==> src/rtl/ldpc_mem_pkg.sv <==
// Shared definitions for the LDPC intrinsic-message memory subsystem.
// Holds the default LLR/address widths and the bank index type used by the ping-pong pair.
package ldpc_mem_pkg;

  localparam int unsigned DEFAULT_DATA_WIDTH = 5;
  localparam int unsigned DEFAULT_ADDR_WIDTH = 8;
  localparam int unsigned NUM_BANKS          = 2;

  typedef logic bank_idx_t;

  // Ping-pong partner of a bank.
  function automatic bank_idx_t other_bank(input bank_idx_t b);
    return bank_idx_t'(~b);
  endfunction

endpackage

==> src/rtl/int_ram_loader_if.sv <==
// Bundle of the LLR stream, decoder read port and the per-bank RAM control/data ports.
// The slave modport is the loader's view; the master modport is the surrounding system's view.
interface int_ram_loader_if
  import ldpc_mem_pkg::*;
#(
  parameter int unsigned DATA_WIDTH = DEFAULT_DATA_WIDTH,
  parameter int unsigned ADDR_WIDTH = DEFAULT_ADDR_WIDTH
);

  // Channel LLR stream
  logic [DATA_WIDTH-1:0] llr_in;
  logic                  llr_valid;
  logic                  llr_ready;

  // Decoder side
  logic                  frame_avail;
  bank_idx_t             frame_bank;
  logic                  dec_rd_en;
  logic [ADDR_WIDTH-1:0] dec_address;
  logic                  dec_done;
  logic [DATA_WIDTH-1:0] dec_data;

  // Intrinsic RAM pair
  logic [ADDR_WIDTH-1:0] ram_address  [0:NUM_BANKS-1];
  logic [DATA_WIDTH-1:0] ram_data_in  [0:NUM_BANKS-1];
  logic                  ram_we       [0:NUM_BANKS-1];
  logic                  ram_cs       [0:NUM_BANKS-1];
  logic [DATA_WIDTH-1:0] ram_data_out [0:NUM_BANKS-1];

  modport slave (
    input  llr_in, llr_valid, dec_rd_en, dec_address, dec_done, ram_data_out,
    output llr_ready, frame_avail, frame_bank, dec_data,
           ram_address, ram_data_in, ram_we, ram_cs
  );

  modport master (
    output llr_in, llr_valid, dec_rd_en, dec_address, dec_done, ram_data_out,
    input  llr_ready, frame_avail, frame_bank, dec_data,
           ram_address, ram_data_in, ram_we, ram_cs
  );

endinterface

==> src/rtl/int_ram_loader.sv <==
// Write-side controller and ping-pong arbiter for the two intrinsic-message RAM banks.
// Fills the free bank with one frame of LLRs and lends the full bank to the decoder until released.
module int_ram_loader
  import ldpc_mem_pkg::*;
#(
  parameter int unsigned DATA_WIDTH = DEFAULT_DATA_WIDTH,
  parameter int unsigned ADDR_WIDTH = DEFAULT_ADDR_WIDTH,
  parameter int unsigned FRAME_LEN  = 256
) (
  input  logic           clk,
  input  logic           reset,
  int_ram_loader_if.slave bus
);

  localparam int unsigned LAST_IDX = FRAME_LEN - 1;

  // Registered state
  bank_idx_t              r_wr_bank;
  bank_idx_t              r_rd_bank;
  bank_idx_t              r_rd_bank_q;
  logic [NUM_BANKS-1:0]   r_bank_full;
  logic [ADDR_WIDTH-1:0]  r_wr_cnt;

  // Combinational decode and next state
  logic                   w_llr_ready;
  logic                   w_accept;
  logic                   w_last_beat;
  logic                   w_frame_avail;
  logic                   w_rd_access;
  logic                   w_release;
  bank_idx_t              w_wr_bank_nxt;
  bank_idx_t              w_rd_bank_nxt;
  logic [NUM_BANKS-1:0]   w_bank_full_nxt;
  logic [ADDR_WIDTH-1:0]  w_wr_cnt_nxt;

  // Handshake and read-grant decode; ready is forced low while reset is held.
  always_comb begin
    w_llr_ready   = reset & ~r_bank_full[r_wr_bank];
    w_accept      = bus.llr_valid & w_llr_ready;
    w_last_beat   = (r_wr_cnt == ADDR_WIDTH'(LAST_IDX));
    w_frame_avail = r_bank_full[r_rd_bank];
    w_rd_access   = w_frame_avail & bus.dec_rd_en;
    w_release     = w_frame_avail & bus.dec_done;
  end

  // Writer and reader only ever touch different banks, so both updates can land together.
  always_comb begin
    w_wr_cnt_nxt    = r_wr_cnt;
    w_wr_bank_nxt   = r_wr_bank;
    w_rd_bank_nxt   = r_rd_bank;
    w_bank_full_nxt = r_bank_full;
    if (w_accept) begin
      if (w_last_beat) begin
        w_wr_cnt_nxt               = '0;
        w_bank_full_nxt[r_wr_bank] = 1'b1;
        w_wr_bank_nxt              = other_bank(r_wr_bank);
      end else begin
        w_wr_cnt_nxt = r_wr_cnt + ADDR_WIDTH'(1);
      end
    end
    if (w_release) begin
      w_bank_full_nxt[r_rd_bank] = 1'b0;
      w_rd_bank_nxt              = other_bank(r_rd_bank);
    end
  end

  always_ff @(posedge clk or negedge reset) begin
    if (!reset) begin
      r_wr_bank   <= 1'b0;
      r_rd_bank   <= 1'b0;
      r_rd_bank_q <= 1'b0;
      r_bank_full <= '0;
      r_wr_cnt    <= '0;
    end else begin
      r_wr_bank   <= w_wr_bank_nxt;
      r_rd_bank   <= w_rd_bank_nxt;
      r_rd_bank_q <= r_rd_bank;
      r_bank_full <= w_bank_full_nxt;
      r_wr_cnt    <= w_wr_cnt_nxt;
    end
  end

  // Per-bank RAM port steering; an idle bank sees all zeros.
  for (genvar g = 0; g < NUM_BANKS; g++) begin : g_bank
    localparam bank_idx_t BANK = bank_idx_t'(g);

    logic                  w_cs;
    logic                  w_we;
    logic [ADDR_WIDTH-1:0] w_addr;
    logic [DATA_WIDTH-1:0] w_din;

    always_comb begin
      w_cs   = 1'b0;
      w_we   = 1'b0;
      w_addr = '0;
      w_din  = '0;
      if (w_accept && (r_wr_bank == BANK)) begin
        w_cs   = 1'b1;
        w_we   = 1'b1;
        w_addr = r_wr_cnt;
        w_din  = bus.llr_in;
      end else if (w_rd_access && (r_rd_bank == BANK)) begin
        w_cs   = 1'b1;
        w_addr = bus.dec_address;
      end
    end

    assign bus.ram_cs[g]      = w_cs;
    assign bus.ram_we[g]      = w_we;
    assign bus.ram_address[g] = w_addr;
    assign bus.ram_data_in[g] = w_din;
  end

  // Read data follows the bank that was selected on the request cycle.
  assign bus.llr_ready   = w_llr_ready;
  assign bus.frame_avail = w_frame_avail;
  assign bus.frame_bank  = r_rd_bank;
  assign bus.dec_data    = reset ? bus.ram_data_out[r_rd_bank_q] : '0;

endmodule

==> src/flat_wrapper.sv <==
// flat-port wrapper written by rule: the top's interface ports become plain ports
module int_ram_loader_flat import ldpc_mem_pkg::*;
#(
  parameter int unsigned DATA_WIDTH = DEFAULT_DATA_WIDTH,
  parameter int unsigned ADDR_WIDTH = DEFAULT_ADDR_WIDTH,
  parameter int unsigned FRAME_LEN  = 256
)
  (clk, reset, bus_llr_in, bus_llr_valid, bus_dec_rd_en, bus_dec_address, bus_dec_done, bus_ram_data_out, bus_llr_ready, bus_frame_avail, bus_frame_bank, bus_dec_data, bus_ram_address, bus_ram_data_in, bus_ram_we, bus_ram_cs);
  int_ram_loader_if #(.DATA_WIDTH(DATA_WIDTH), .ADDR_WIDTH(ADDR_WIDTH)) bus_i ();
  input  logic clk;
  input  logic reset;
  input wire logic [$bits(bus_i.llr_in)-1:0] bus_llr_in;
  input wire logic [$bits(bus_i.llr_valid)-1:0] bus_llr_valid;
  input wire logic [$bits(bus_i.dec_rd_en)-1:0] bus_dec_rd_en;
  input wire logic [$bits(bus_i.dec_address)-1:0] bus_dec_address;
  input wire logic [$bits(bus_i.dec_done)-1:0] bus_dec_done;
  input wire logic [$bits(bus_i.ram_data_out)-1:0] bus_ram_data_out;
  output wire logic [$bits(bus_i.llr_ready)-1:0] bus_llr_ready;
  output wire logic [$bits(bus_i.frame_avail)-1:0] bus_frame_avail;
  output wire logic [$bits(bus_i.frame_bank)-1:0] bus_frame_bank;
  output wire logic [$bits(bus_i.dec_data)-1:0] bus_dec_data;
  output wire logic [$bits(bus_i.ram_address)-1:0] bus_ram_address;
  output wire logic [$bits(bus_i.ram_data_in)-1:0] bus_ram_data_in;
  output wire logic [$bits(bus_i.ram_we)-1:0] bus_ram_we;
  output wire logic [$bits(bus_i.ram_cs)-1:0] bus_ram_cs;
  assign bus_i.llr_in = bus_llr_in;
  assign bus_i.llr_valid = bus_llr_valid;
  assign bus_i.dec_rd_en = bus_dec_rd_en;
  assign bus_i.dec_address = bus_dec_address;
  assign bus_i.dec_done = bus_dec_done;
  assign bus_i.ram_data_out = {>>{bus_ram_data_out}};
  assign bus_llr_ready = bus_i.llr_ready;
  assign bus_frame_avail = bus_i.frame_avail;
  assign bus_frame_bank = bus_i.frame_bank;
  assign bus_dec_data = bus_i.dec_data;
  assign bus_ram_address = {>>{bus_i.ram_address}};
  assign bus_ram_data_in = {>>{bus_i.ram_data_in}};
  assign bus_ram_we = {>>{bus_i.ram_we}};
  assign bus_ram_cs = {>>{bus_i.ram_cs}};
  int_ram_loader #(.DATA_WIDTH(DATA_WIDTH), .ADDR_WIDTH(ADDR_WIDTH), .FRAME_LEN(FRAME_LEN)) u_core (.clk(clk), .reset(reset), .bus(bus_i));
endmodule
==> config.mk <==
export PLATFORM = sky130hd
export DESIGN_NAME = int_ram_loader_flat
export DESIGN_NICKNAME = d
export VERILOG_FILES = /design/src/rtl/ldpc_mem_pkg.sv /design/src/rtl/int_ram_loader_if.sv /design/src/rtl/int_ram_loader.sv /design/src/flat_wrapper.sv
export SDC_FILE = /design/constraint.sdc
export NUM_CORES = 1
export LEC_CHECK = 0
export CELL_PAD_IN_SITES_DETAIL_PLACEMENT = 0
export CELL_PAD_IN_SITES_GLOBAL_PLACEMENT = 2
export CORE_MARGIN = 2
export CORE_UTILIZATION = 19
export DETAILED_ROUTE_END_ITERATION = 6
export PLACE_DENSITY_LB_ADDON = 0.1
export SETUP_SLACK_MARGIN = 0.1
export SYNTH_ARGS = -nofsm -noshare
export SYNTH_HDL_FRONTEND = slang
export SYNTH_SLANG_ARGS = --single-unit
==> constraint.sdc <==
create_clock -name clk -period 2.6 [get_ports clk]
set_input_delay 0.78 -clock clk [delete_from_list [all_inputs] [get_ports clk]]
set_output_delay 0.78 -clock clk [all_outputs]
set_load 0.05 [all_outputs]
Word-level counts from Yosys, hierarchy flattened
Index checks and enable logic that the tools add are counted.

storage, ports and cells
  register bits = 13
  input port bits = 28
  output and inout bits = 38
  logic and storage cells = 58

cells by class
  $add $sub $neg = 1
  $lt $le $gt $ge = 5
  equality and inequality tests = 1
  mux-type cells = 28
  bitwise logic cells = 11
  reductions and logical operators = 7

operator list
  operator               count
  $mux W8                5
  $mux W5                6
  $mux W1                12
  $add A8 B1 Y8 const B  1
  $eq A8 B8 Y1 const B   1
  $logic_and A1 B1 Y1    6
  $mux W2                3
  $and A1 B1 Y1          4
  $lt A1 B2 Y1 const B   2
  $not A1 Y1             3
  $and A2 B2 Y2          1
  $demux W1 S1           2
  $ge A1 B1 Y1 const B   2
  $ge A2 B2 Y1 const B   1
  $not A1 Y2             1
  $not A2 Y2             1
  $or A2 B2 Y2           1
  $reduce_and A2 Y1      1

Depth between registers and ports, before layout
  depth in word-level cells = 9
  gate-level depth with buffers = 5
  mapped depth without buffers = 5

Worst setup path after synthesis
Ideal clock, no wire load.

  path kind = input to output
  start = input reset
  end = output bus_ram_address[5]
  arrival time = 1.839 ns
  data required time = 1.820 ns
  path slack = -0.019 ns
  cell stages on the path = 4
  path buffers = 1
  path through = nand2_1 > nor3b_2 > buf_4 > a22o_1

on the way
  longest elaborated chain between the ends = 4

RTL lines
  element              RTL line              source
  from (decl)          flat_wrapper.sv:11    input logic reset;
  $and A1 B1 Y1        int_ram_loader.sv:38  w_llr_ready = reset & ~r_bank_full[r_wr_bank];
  $and A1 B1 Y1        int_ram_loader.sv:39  w_accept = bus.llr_valid & w_llr_ready;
  $logic_and A1 B1 Y1  int_ram_loader.sv:97  if (w_accept && (r_wr_bank == BANK)) begin
  $mux W8              int_ram_loader.sv:97
  to (decl)            flat_wrapper.sv:22    output wire logic [$bits(bus_i.ram_address)-1:0] bus_ram_address;

Every way passes these cells.

Final worst setup path
  start = input reset
  end = output bus_ram_address[3]

Same word-level chain as after synthesis.

==> flow_summary.yaml <==
worst_setup_path:
  slowest_stage: "nor3b_4"
  r2r-end: "u_core.r_wr_cnt[0]"
  rr_worst_depth: 5
  slowest_delay_ns: 0.29
  path_class: "primary input to output port"
  startpoint_type: "primary input"
  critPathMaxFanout: 4
  required_ns: 1.82
  reg2reg_from: "u_core.r_wr_cnt[0]"
  crit_chain: "buf_8 -> nand2_8 -> nor3b_4 -> buf_6 -> a22o_1 -> buf_12"
  endpoint_kind: "output port"
  reg2reg_slack_ns: 0.81
  crit_arrival_ns: 1.70
power_and_ir_drop:
  leakagePower_nw: 1.02
  ir_worst_vdd_v: 0.000176
  power_density_nw_per_um2: 337
timing:
  fin_crit_sh_pct: 95.3
  relSlewSlack_pct: 65.6
  fin_crit_ns: 2.48
  max_freq_mhz: 404
  finClkSkew_ns: 0.00254
  fin_ws_ns: 0.123
  setup_viol: 0
  rsz0062_at_grt: "yes"
  final-hold-violation-count: 0
  tightest_slew_ns: 0.513
  drv_slew: 0
cts:
  h-tree-depth: 1
  ctsRootBufferMaster: "clkbuf_8"
  clockBufferDepth: 2
  numCtsBuffers: 3
  post-cts-setup-buffers: 0
  clkTransAtPathRegs_ns: 0.06
  cts_sinks: 13
  cts_tree: "built"
  clk_latency_ns: 0.25
global_routing:
  grtUsageMet2_pct: 22.5
  grt_pass1_vias: 1127
  top_usage_layer: "met2"
  antenna_found_initial: 0
  grt_util_all_layers_pct: 12.6
  gr-usage-met3_pct: 3.53
  grt_start_max_net_pins: 21
  grt_pass1_wl_mm: 5.98
  use_met1_pct: 15.2
  overflow: 0
yosys:
  synth_seq_area_share_pct: 32.2
  async_reset_ff_share_pct: 100
  synthCells: 111
  syn_area_per_cell_sq_um: 9.10
  yosysWarnings: 0
  yosysUniqueCellTypes: 35
  synth_area_sq_um: 1010
  synth_edf_count: 0
  syn_nets: 140
  synth_ff_type: "dfrtp_1"
  ys_ff_latch: 13
finish:
  final_design_area_no_fill_sq_um: 2300
  fin_nets: 210
  layout_common_cells: "33 x buf_12, 19 x clkdlybuf4s50_1, 13 x dfrtp_1"
  drive_gt1_share_pct: 43.9
  final_common_cell: "buf_12"
  insertedDiodeCount: 0
  syn2layout_area_growth_pct: 128
detailed_routing:
  dr.pass1.iters: 4
  final_antenna_net_count: 0
  route.detailed.drc: 0
  wl_per_cell_microns: 14.6
  wl_mm: 3.64
  drtIter0Drc: 23
  via_per_inst: 4.35
  via_count: 1087
placement:
  gp_congestion: 0.736
  port_buffers: 65
  pre_cts_slack_ns: -0.352
  dpl.hpwl_mm: 2.89
  dpl-instance-area_sq_um: 2130
hold_path:
  min_path_type: "primary input to async pin"
floorplanning:
  die_area_sq_um: 5910
  coreArea_sq_um: 5110
  fp.dieW_microns: 76.9
  start_util_pct: 19.8
  std_cell_rows: 26
  chipHeight_microns: 76.9
  ioPinCount: 66
run_status:
  status: "finished, final reports clean"
job:
  maxCapViolCount: 0
==> sequential cells by signal, indices dropped and copies added, names as in the netlist <==
name and cells:
u_core.bus.frame_bank 1, u_core.r_bank_full 2, u_core.r_rd_bank_q 1, u_core.r_wr_bank 1, u_core.r_wr_cnt 8
==> per-stage QoR <==
step                hold WS, ns  util [%]  instances  power (W)  setup TNS (ns)
CTS                       0.535      43.3        250   0.000781               0
floorplan                 0.484         -        111   0.000421               0
detailed placement        0.532      41.8        245   0.000587           -9.83
finish                    0.495      45.1        250   0.000777               0
global placement          0.535      41.8        245   0.000586           -9.83
global route              0.501      45.1        250   0.000821               0
==> report_power, final <==
| part | total (W) | internal [W] | leakage, nW | switching (W) |
|---|---|---|---|---|
| clock | 0.000189 | 0.000109 | 0.0228 | 0.0000801 |
| combinational | 0.000308 | 0.000164 | 0.827 | 0.000144 |
| sequential | 0.000281 | 0.000233 | 0.168 | 0.0000486 |
| total | 0.000777 | 0.000505 | 1.02 | 0.000272 |
==> cells by family (layout without fill, tap and decap cells) <==
| logic type | after synthesis | count (layout) | synth area share, % |
|---|---|---|---|
| AO/OA/AOI/OAI | 28 | 28 | 22.4 |
| XOR/XNOR | 4 | 4 | 3.47 |
| adder cells (fa/ha/maj) | 1 | 1 | 1.24 |
| buffers and inverters | 12 | 81 | 6.81 |
| flip-flops | 13 | 13 | 32.2 |
| multiplexers | 7 | 7 | 7.06 |
| AND/OR/NAND/NOR | 46 | 46 | 26.8 |
==> cells in the mapped netlist (2+ instances only) <==
library cell  number  area share [%]
a21o_1             3             2.2
clkbuf_1           3             1.1
nand4_1            2             1.2
nand2_1            9             3.3
a21oi_1            2            0.99
nand3_1            2            0.99
and2_1            12             7.4
buf_4              6             4.5
mux2i_1            6             5.9
a22o_1            16              14
a31oi_1            2             1.2
dfrtp_1           13              32
xnor2_1            3             2.6
nor2b_1            7             4.3
inv_1              2            0.74
nor2_1             3             1.1
or2_2              2             1.2
==> critical path: cells and delay by family <==
kind | cells | cell delay [ns]
AOI/OAI and AO/OA | 1 | 0.18
buffers and inverters | 3 | 0.40
and+or+nand+nor | 2 | 0.35
==> metal layers <==
metal / wire, microns / vias to the layer above
met1: 1550 / 522
li1: - / 538
met5: 0 / -
met2: 1930 / 25
met3: 145 / 2
met4: 14 / 0
==> worst max-delay path by stage <==
| stage | startpoint | to | slack [ns] | cells past startpoint |
|---|---|---|---|---|
| 6_report | reset | bus_ram_address[3] | 0.12 | 6 |
| 3_5_place_dp | reset | bus_ram_address[7] | -0.35 | 6 |
| 5_1_grt | reset | bus_ram_address[3] | 0.08 | 6 |
| 4_1_cts | bus_llr_valid | bus_ram_address[7] | 0.09 | 6 |
| 2_1_floorplan | reset | bus_ram_address[5] | 0.12 | 4 |
| 3_3_place_gp | reset | bus_ram_address[7] | -0.35 | 6 |
==> cell type report <==
| cell class | count | area [sq um] |
|---|---|---|
| Fill cell | 474 | 2800 |
| Timing Repair Buffer | 75 | 1140 |
| Multi-Input combinational cell | 86 | 699 |
| Sequential cell | 13 | 325 |
| Tap cell | 70 | 87.6 |
| Clock buffer | 4 | 45.0 |
| Inverter | 2 | 7.51 |
==> timing repair <==
action	in CTS	in global routing
pin swaps	3	7
cloned	1	0
hold buffers	0	0
resized for setup	21	25
endpoints found under the setup margin	36	31
Note: power is estimated with default switching activity, not from simulation.
